==> src/rtl/keypad_pkg.sv <==
// Shared types, key map and helpers for the 4x4 keypad scanner.
// Optional build macro: KEYPAD_GHOST_REJECT_EN.
package keypad_pkg;

   localparam int NUM_ROWS = 4;
   localparam int NUM_COLS = 4;

   typedef enum logic [1:0] {
      SCAN,
      DEBOUNCE,
      HELD,
      RELEASE
   } keypad_state_t;

   // Indexed by {row, col}
   localparam logic [3:0] KEYMAP [16] = '{
      4'h1, 4'h2, 4'h3, 4'hA,
      4'h4, 4'h5, 4'h6, 4'hB,
      4'h7, 4'h8, 4'h9, 4'hC,
      4'hE, 4'h0, 4'hF, 4'hD
   };

   function automatic logic [1:0] lowest_row(
      input logic [NUM_ROWS-1:0] p
   );
      lowest_row = 2'd0;
      for (int i = NUM_ROWS - 1; i >= 0; i--)
         if (p[i]) lowest_row = 2'(i);
   endfunction

endpackage

==> src/rtl/keypad_scan_controller_sync.sv <==
// Two-flop synchronizer for asynchronous keypad row pins.
// Resets to all-ones so released (pulled-up) rows read idle.
module row_synchronizer #(
   parameter int WIDTH = 4
) (
   input  logic             clk,
   input  logic             reset,
   input  logic [WIDTH-1:0] d,
   output logic [WIDTH-1:0] q
);

   logic [WIDTH-1:0] meta;

   always_ff @(posedge clk) begin
      if (!reset) begin
         meta <= '1;
         q    <= '1;
      end else begin
         meta <= d;
         q    <= meta;
      end
   end

endmodule

==> src/rtl/keypad_scan_controller.sv <==
// 4x4 keypad column scanner with press/release debounce.
// Define KEYPAD_GHOST_REJECT_EN to reject multi-row samples.
module keypad_scan_controller
   import keypad_pkg::*;
#(
   parameter int SCAN_DIV        = 4096,
   parameter int DEBOUNCE_CYCLES = 65536
) (
   input  logic                clk,
   input  logic                reset,
   input  logic [NUM_ROWS-1:0] rows,
   output logic [NUM_COLS-1:0] cols,
   output logic [3:0]          key_code,
   output logic                key_valid,
   output logic                key_held
);

   localparam int DW = $clog2(SCAN_DIV);
   localparam int CW = $clog2(DEBOUNCE_CYCLES);

   keypad_state_t state, state_nx;

   logic [NUM_ROWS-1:0] rows_s;
   logic [NUM_ROWS-1:0] pressed;
   logic [1:0]          col_idx;
   logic [1:0]          lrow;
   logic [DW-1:0]       dwell;
   logic [CW-1:0]       cnt;

   logic dwell_end, cnt_end;
   logic hit, lat_pressed, abort;
   logic adv_col, latch, accept, rel_done;

   row_synchronizer #(.WIDTH(NUM_ROWS)) u_sync (
      .clk   (clk),
      .reset (reset),
      .d     (rows),
      .q     (rows_s)
   );

   assign pressed     = ~rows_s;
   assign lat_pressed = pressed[lrow];
   assign dwell_end   = (dwell == DW'(SCAN_DIV - 1));
   assign cnt_end     = (cnt == CW'(DEBOUNCE_CYCLES - 1));

`ifdef KEYPAD_GHOST_REJECT_EN
   logic [NUM_ROWS-1:0] others;
   logic                multi;
   assign multi  = (pressed & (pressed - 1'b1)) != '0;
   assign hit    = (pressed != '0) && !multi;
   assign others = pressed & ~(NUM_ROWS'(1) << lrow);
   assign abort  = (others != '0);
`else
   assign hit    = (pressed != '0);
   assign abort  = 1'b0;
`endif

   always_ff @(posedge clk) begin
      if (!reset) state <= SCAN;
      else        state <= state_nx;
   end

   always_comb begin
      state_nx = state;
      adv_col  = 1'b0;
      latch    = 1'b0;
      accept   = 1'b0;
      rel_done = 1'b0;
      unique case (state)
         SCAN: begin
            if (dwell_end) begin
               if (hit) begin
                  latch    = 1'b1;
                  state_nx = DEBOUNCE;
               end else begin
                  adv_col  = 1'b1;
               end
            end
         end
         DEBOUNCE: begin
            if (!lat_pressed || abort) begin
               adv_col  = 1'b1;
               state_nx = SCAN;
            end else if (cnt_end) begin
               accept   = 1'b1;
               state_nx = HELD;
            end
         end
         HELD: begin
            if (!lat_pressed) state_nx = RELEASE;
         end
         RELEASE: begin
            if (lat_pressed) begin
               state_nx = HELD;
            end else if (cnt_end) begin
               rel_done = 1'b1;
               adv_col  = 1'b1;
               state_nx = SCAN;
            end
         end
         default: state_nx = SCAN;
      endcase
   end

   // Counters restart on every state change
   always_ff @(posedge clk) begin
      if (!reset) begin
         col_idx   <= 2'd0;
         lrow      <= 2'd0;
         dwell     <= '0;
         cnt       <= '0;
         key_code  <= 4'h0;
         key_valid <= 1'b0;
         key_held  <= 1'b0;
      end else begin
         key_valid <= accept;
         if (state != SCAN || dwell_end)
            dwell <= '0;
         else
            dwell <= dwell + DW'(1);
         if (state_nx != state || state == SCAN
             || state == HELD)
            cnt <= '0;
         else
            cnt <= cnt + CW'(1);
         if (adv_col) col_idx <= col_idx + 2'd1;
         if (latch)   lrow    <= lowest_row(pressed);
         if (accept) begin
            key_code <= KEYMAP[{lrow, col_idx}];
            key_held <= 1'b1;
         end
         if (rel_done) key_held <= 1'b0;
      end
   end

   always_comb begin
      cols = ~(NUM_COLS'(1) << col_idx);
   end

endmodule

==> config.mk <==
export PLATFORM = sky130hd
export DESIGN_NAME = keypad_scan_controller
export DESIGN_NICKNAME = d
export VERILOG_FILES = /design/src/rtl/keypad_pkg.sv /design/src/rtl/keypad_scan_controller_sync.sv /design/src/rtl/keypad_scan_controller.sv
export SDC_FILE = /design/constraint.sdc
export NUM_CORES = 1
export LEC_CHECK = 0
export CORE_UTILIZATION = 46
export CTS_BUF_LIST = sky130_fd_sc_hd__clkbuf_4 sky130_fd_sc_hd__clkbuf_8
export DETAILED_ROUTE_END_ITERATION = 8
export GPL_TIMING_DRIVEN = 0
export PLACE_DENSITY = 0.61
export RECOVER_POWER = 100
export SYNTH_ARGS = -nofsm -noshare
export SYNTH_HDL_FRONTEND = slang
export SYNTH_SLANG_ARGS = --single-unit
==> constraint.sdc <==
create_clock -name clk -period 4.4 [get_ports clk]
set_input_delay 0.66 -clock clk [delete_from_list [all_inputs] [get_ports clk]]
set_output_delay 0.66 -clock clk [all_outputs]
set_load 0.05 [all_outputs]
==> results of run 1 <==
## flip-flops by register name (all words and copies together), names as in the netlist
signal       flops
key_valid        1
u_sync.q         4
state            2
cnt             16
col_idx          2
u_sync.meta      4
dwell           12
lrow             2
key_held         1
key_code         4
## cell families after synthesis
kind of cell / synth area share [%]
flip-flops: 43.7
XOR/XNOR: 9.49
multiplexers: 6.77
AO/OA/AOI/OAI: 5.63
AND/OR/NAND/NOR: 24.9
adder cells (fa/ha/maj): 4.55
buffers and inverters: 5.00
## final timing paths
path	from	to	slack (ps)
worst min register to register	u_sync.meta[2]	u_sync.q[2]	400
worst min-delay path	u_sync.meta[2]	u_sync.q[2]	400
worst max register to register	lrow[0]	key_code[1]	1880
worst max-delay path	col_idx[0]	cols[0]	1690
## power groups by stage
stage | registers, W | logic, W | clock network, W
final | 0.000446 | 0.0000268 | 0.000333
after global routing | 0.000447 | 0.0000299 | 0.000364
after CTS | 0.000446 | 0.0000280 | 0.000343
after detailed placement | 0.000456 | 0.0000278 | 0
after global placement | 0.000456 | 0.0000279 | 0
after floorplan | 0.000458 | 0.0000152 | 0
## cell usage after synthesis (all sizes together), types with 2 or more instances
cell / number
or2: 2
and4: 3
mux4: 2
xnor2: 9
buf: 2
xor2: 14
nand4: 5
or3: 2
a21boi: 2
nand2b: 9
o211a: 2
nor2b: 4
a21oi: 3
clkbuf: 5
nor3: 2
nor2: 32
o21ai: 7
inv: 13
mux2i: 9
nand2: 22
nor4: 2
and3: 3
dfxtp: 48
ha: 8
nand3: 15
## worst max-delay path, delay by kind of cell, from the launching register on
kind                     cells  cell delay (ps)
flip-flops                   1              470
buffers and inverters        3             1050
adder cells (fa/ha/maj)      1              230
## cell type report
type / count / area [µm²] / share of cell area, %
Buffer: 7 / 46.3 / 1.86
Tap cell: 52 / 65.1 / 2.61
Inverter: 13 / 48.8 / 1.96
Clock buffer: 6 / 82.6 / 3.31
Multi-Input combinational cell: 167 / 1100 / 44.2
Clock inverter: 2 / 38.8 / 1.55
Sequential cell: 48 / 961 / 38.5
Timing Repair Buffer: 15 / 150 / 6.02
## metal layers
layer / wire, µm / track usage [%]
met5: 0 / 0
met3: 80 / 4.42
met4: 87 / 7.78
met2: 1590 / 25.3
met1: 1750 / 18.4
## per-stage QoR
| stage | std cells | util (%) | setup WS, ps | total power (W) | area, µm² |
|---|---|---|---|---|---|
| 2_1_floorplan | 235 | - | 2640 | 0.000473 | 2200 |
| 3_3_place_gp | 302 | 54.0 | 2120 | 0.000484 | 2420 |
| 3_5_place_dp | 302 | 54.0 | 2080 | 0.000484 | 2420 |
| 4_1_cts | 310 | 56.7 | 1750 | 0.000816 | 2540 |
| 5_1_grt | 310 | 55.8 | 1570 | 0.000840 | 2490 |
| 6_report | 310 | 55.8 | 1690 | 0.000806 | 2490 |
==> impl_metrics.toml, run 1 <==
[outcome]
status = "finished, final reports clean"

[pwr]
irDropWorstVdd_mv = 0.237
swShare_pct = 20.7
power_density_nw_per_um2 = 323
leakagePower_nw = 0.946
share_comb_of_total_power_pct = 3.3
pwr-share-seq_pct = 55.3
switching_power_w = 0.000166
p_int_w = 0.000639
p_clk_share_pct = 41.4

[logic_synthesis]
synth-edff-count = 0
ys_seq_area_share_pct = 43.7
synth_area_leaders = "dfxtp_1 44%, xor2_1 5.6%, nor2_1 5.1%"
async_flop_share_pct = 0
synth-seq-cells = 48
syn_nets = 249
yosysWarningCount = 0
avgSynthCellArea_um2 = 9.37
synth_top_cell_area_share_pct = 43.7
yosysTopAreaCell = "dfxtp_1"
yosysUniqueCellTypes = 42
synthFlopType = "dfxtp_1"
netlist_area_um2 = 2200
synthCells = 235

[layout]
nFillCells = 421
final_common_cell = "dfxtp_1"
nets = 271
syn2layout_area_growth_pct = 13.4
n_antenna_cell = 0
drive_gt1_share_pct = 7.36
final_cell_mix = "48 x dfxtp_1, 30 x nor2_1, 22 x nand2_1"

[clock_tree]
clkLatencyLatePin_ps = 300
clk_pin_slew_ps = 100
cts_resized = 0
numCtsBuffers = 5
cts_max_level = 2
clock_sinks = 48
cts_tree = "done"
post_cts_buffers = 0
clk_path_buf_depth = 2
cts-root-buf = "clkbuf_8"
ctsHoldBuffers = 0

[grt]
grt.overflow.total = 0
grt_max_degree = 16
antenna_found_initial = 0
gr-usage-all-layers_pct = 15.4
grt_pass1_vias = 1419
grt_pass1_wl_um = 6120

[floorplan]
dieWidth_um = 71.2
die_h_um = 71.2
io_pins = 16
row_count = 24
dieArea_um2 = 5070
initial_core_util_pct = 49.2
core_um2 = 4470

[worst_setup_path]
arrival_ps = 2050
max_stage_delay_ps = 860
crit_chain = "inv_1, ha_1, inv_1, dlygate4sd3_1"
start_kind = "flop"
critical_path_class = "reg -> out"
worst-path-max-fanout = 7
worstPathRequired_ps = 3740
cp_common_cell = "inv_1"
r2r_cells = 5
slowest_stage = "dlygate4sd3_1"
cp-end-kind = "output port"

[placement]
place_congestion = 0.729
io_buffers = 15
dpl.hpwl_um = 2490

[timing]
drv_slew = 0
relSlewSlack_pct = 38.5
fmax_mhz = 369
worst_slew_pin_slew_ps = 920
skew_ps = 15.6
holdWs_ps = 399
finalCriticalPeriod_ps = 2710
hold_viol_final = 0
post-route-period-util_pct = 61.6
setup_tns_ps = 0
setup_viol = 0
rsz0062_at_grt = "false"

[drt]
drtPass1Iterations = 6
detail-route-antenna-nets = 0
post_drt_wl_per_cell_um = 11.3
drc = 0
vias_per_cell = 4.99
num_vias = 1548
drt_iter0_drc = 45
drt_wl_total_um = 3510

[job]
cap_violations = 0

[hold_path]
hold_depth = 1
hold_class = "reg -> reg"
Power figures use the tool's default switching activity.
==> run 2: changes to the inputs <==
Clock period 4.4 ns to 2.5 ns, I/O delays scaled along.
==> run 2 against run 1 <==
Effect of this change:
- power up 76%
- count of clock-buffer cells in the layout unchanged
- wire length down 0.23%
- worst hold slack about the same
- non-clock buffer count unchanged
- via count up 0.26%
- cell area up 0.40%
- final cell count unchanged
- largest cell class unchanged
==> impl_metrics.toml, run 2 (synthesis results as in run 1) <==
[timing]
finalWorstSetupSlack_ps = 123
rsz0062_at_grt = "false"
setup_viol = 0
relSlewSlack_pct = 57.1
drv_slew = 0
finalCriticalPeriod_ps = 2380
post-route-period-util_pct = 95.1
worst_slew_pin_slew_ps = 637
fmax_mhz = 421
hold_viol_final = 0
skew_ps = 15.8
setup_tns_ps = 0

[drt]
drc = 0
detail-route-antenna-nets = 0
drt_iter0_drc = 44
post_drt_wl_per_cell_um = 11.3
drt_wl_total_um = 3500
num_vias = 1552
drtPass1Iterations = 6
vias_per_cell = 5.01

[placement]
place_congestion = 0.729
placed_cell_area_um2 = 2420
io_buffers = 15
place_ws_ps = 467
dpl.hpwl_um = 2490

[worst_setup_path]
worst-path-max-fanout = 7
worstPathRequired_ps = 2120
cp-end-kind = "output port"
start_kind = "flop"
critical_path_class = "reg -> out"
arrival_ps = 2000

[grt]
grt_max_degree = 16
grt_pass1_vias = 1419
antenna_found_initial = 0
grt_pass1_wl_um = 6120
gr-usage-all-layers_pct = 15.4
grt.overflow.total = 0

[layout]
utilization_pct = 56.0
n_antenna_cell = 0
reg.largest.list = "cnt (16), dwell (12)"
final_common_cell = "dfxtp_1"
drive_gt1_share_pct = 7.36
syn2layout_area_growth_pct = 13.8
finalInstanceArea_um2 = 2500
largest_register_ffs = 16
final_cell_mix = "48 x dfxtp_1, 31 x nor2_1, 22 x nand2_1"
largest_register = "cnt"
nets = 271

[clock_tree]
clk_pin_slew_ps = 100
clock_sinks = 48
numCtsBuffers = 5
cts_resized = 0
cts-root-buf = "clkbuf_8"
cts_tree = "done"
post_cts_buffers = 0
cts_max_level = 2
ctsHoldBuffers = 0
clk_path_buf_depth = 2
clkLatencyLatePin_ps = 300

[pwr]
power_density_nw_per_um2 = 566
irDropWorstVdd_mv = 0.416
leakagePower_nw = 0.954

[floorplan]
die_h_um = 71.2
dieArea_um2 = 5070
core_um2 = 4470
dieWidth_um = 71.2
row_count = 24
initial_core_util_pct = 49.2
io_pins = 16

[job]
cap_violations = 0

[outcome]
status = "finished, final reports clean"

[hold_path]
hold_class = "reg -> reg"
[run 2: changes by cell type in the layout (fill, tap and decap cells not counted), sizes merged]
cell | before | now
buf | 0 | 1
dlygate4sd3 | 11 | 9
clkbuf | 13 | 12
clkdlybuf4s50 | 4 | 6
[run 2: worst paths after layout]
path	startpoint	slack [ps]	end	cells past startpoint
worst min-delay path	u_sync.meta[2]	400	u_sync.q[2]	1
worst max register to register	lrow[0]	270	cnt[7]	7
worst max-delay path	col_idx[1]	120	cols[1]	4
worst min register to register	u_sync.meta[2]	400	u_sync.q[2]	1
[run 2: critical path: stages (launching register included)]
cell,delay (ps)
dfxtp_1,450
inv_1,110
ha_1,220
inv_1,50
dlygate4sd3_1,860
[run 2: through the flow]
stage / power, W / instances / hold WS (ps)
2_1_floorplan: 0.000832 / 235 / 386
3_5_place_dp: 0.000851 / 302 / 391
5_1_grt: 0.00148 / 310 / 410
3_3_place_gp: 0.000851 / 302 / 390
6_report: 0.00142 / 310 / 399
4_1_cts: 0.00144 / 310 / 411
[run 2: routing by layer]
layer | global-route usage [%] | part of all wire [%] | vias to the layer above
li1 | - | - | 819
met1 | 18.4 | 50 | 710
met2 | 25.3 | 46 | 14
met3 | 4.42 | 2.1 | 9
met4 | 7.78 | 2.5 | 0
met5 | 0 | 0 | -
[run 2: power breakdown]
group / internal [W] / total, W / switching (W) / leakage (nW)
clock network: 0.000327 / 0.000586 / 0.000258 / 0.0614
logic: 0.0000223 / 0.0000472 / 0.0000249 / 0.503
registers: 0.000775 / 0.000784 / 0.00000868 / 0.389
[run 2: layout make-up]
| cell class | instances | area (µm²) |
|---|---|---|
| buffer | 7 | 53.8 |
| clock buffer | 6 | 82.6 |
| clock inverter | 2 | 38.8 |
| fill | 418 | 1970 |
| inverter | 13 | 48.8 |
| multi-input combinational | 167 | 1100 |
| sequential | 48 | 961 |
| tap | 52 | 65.1 |
| timing repair buffer | 15 | 150 |
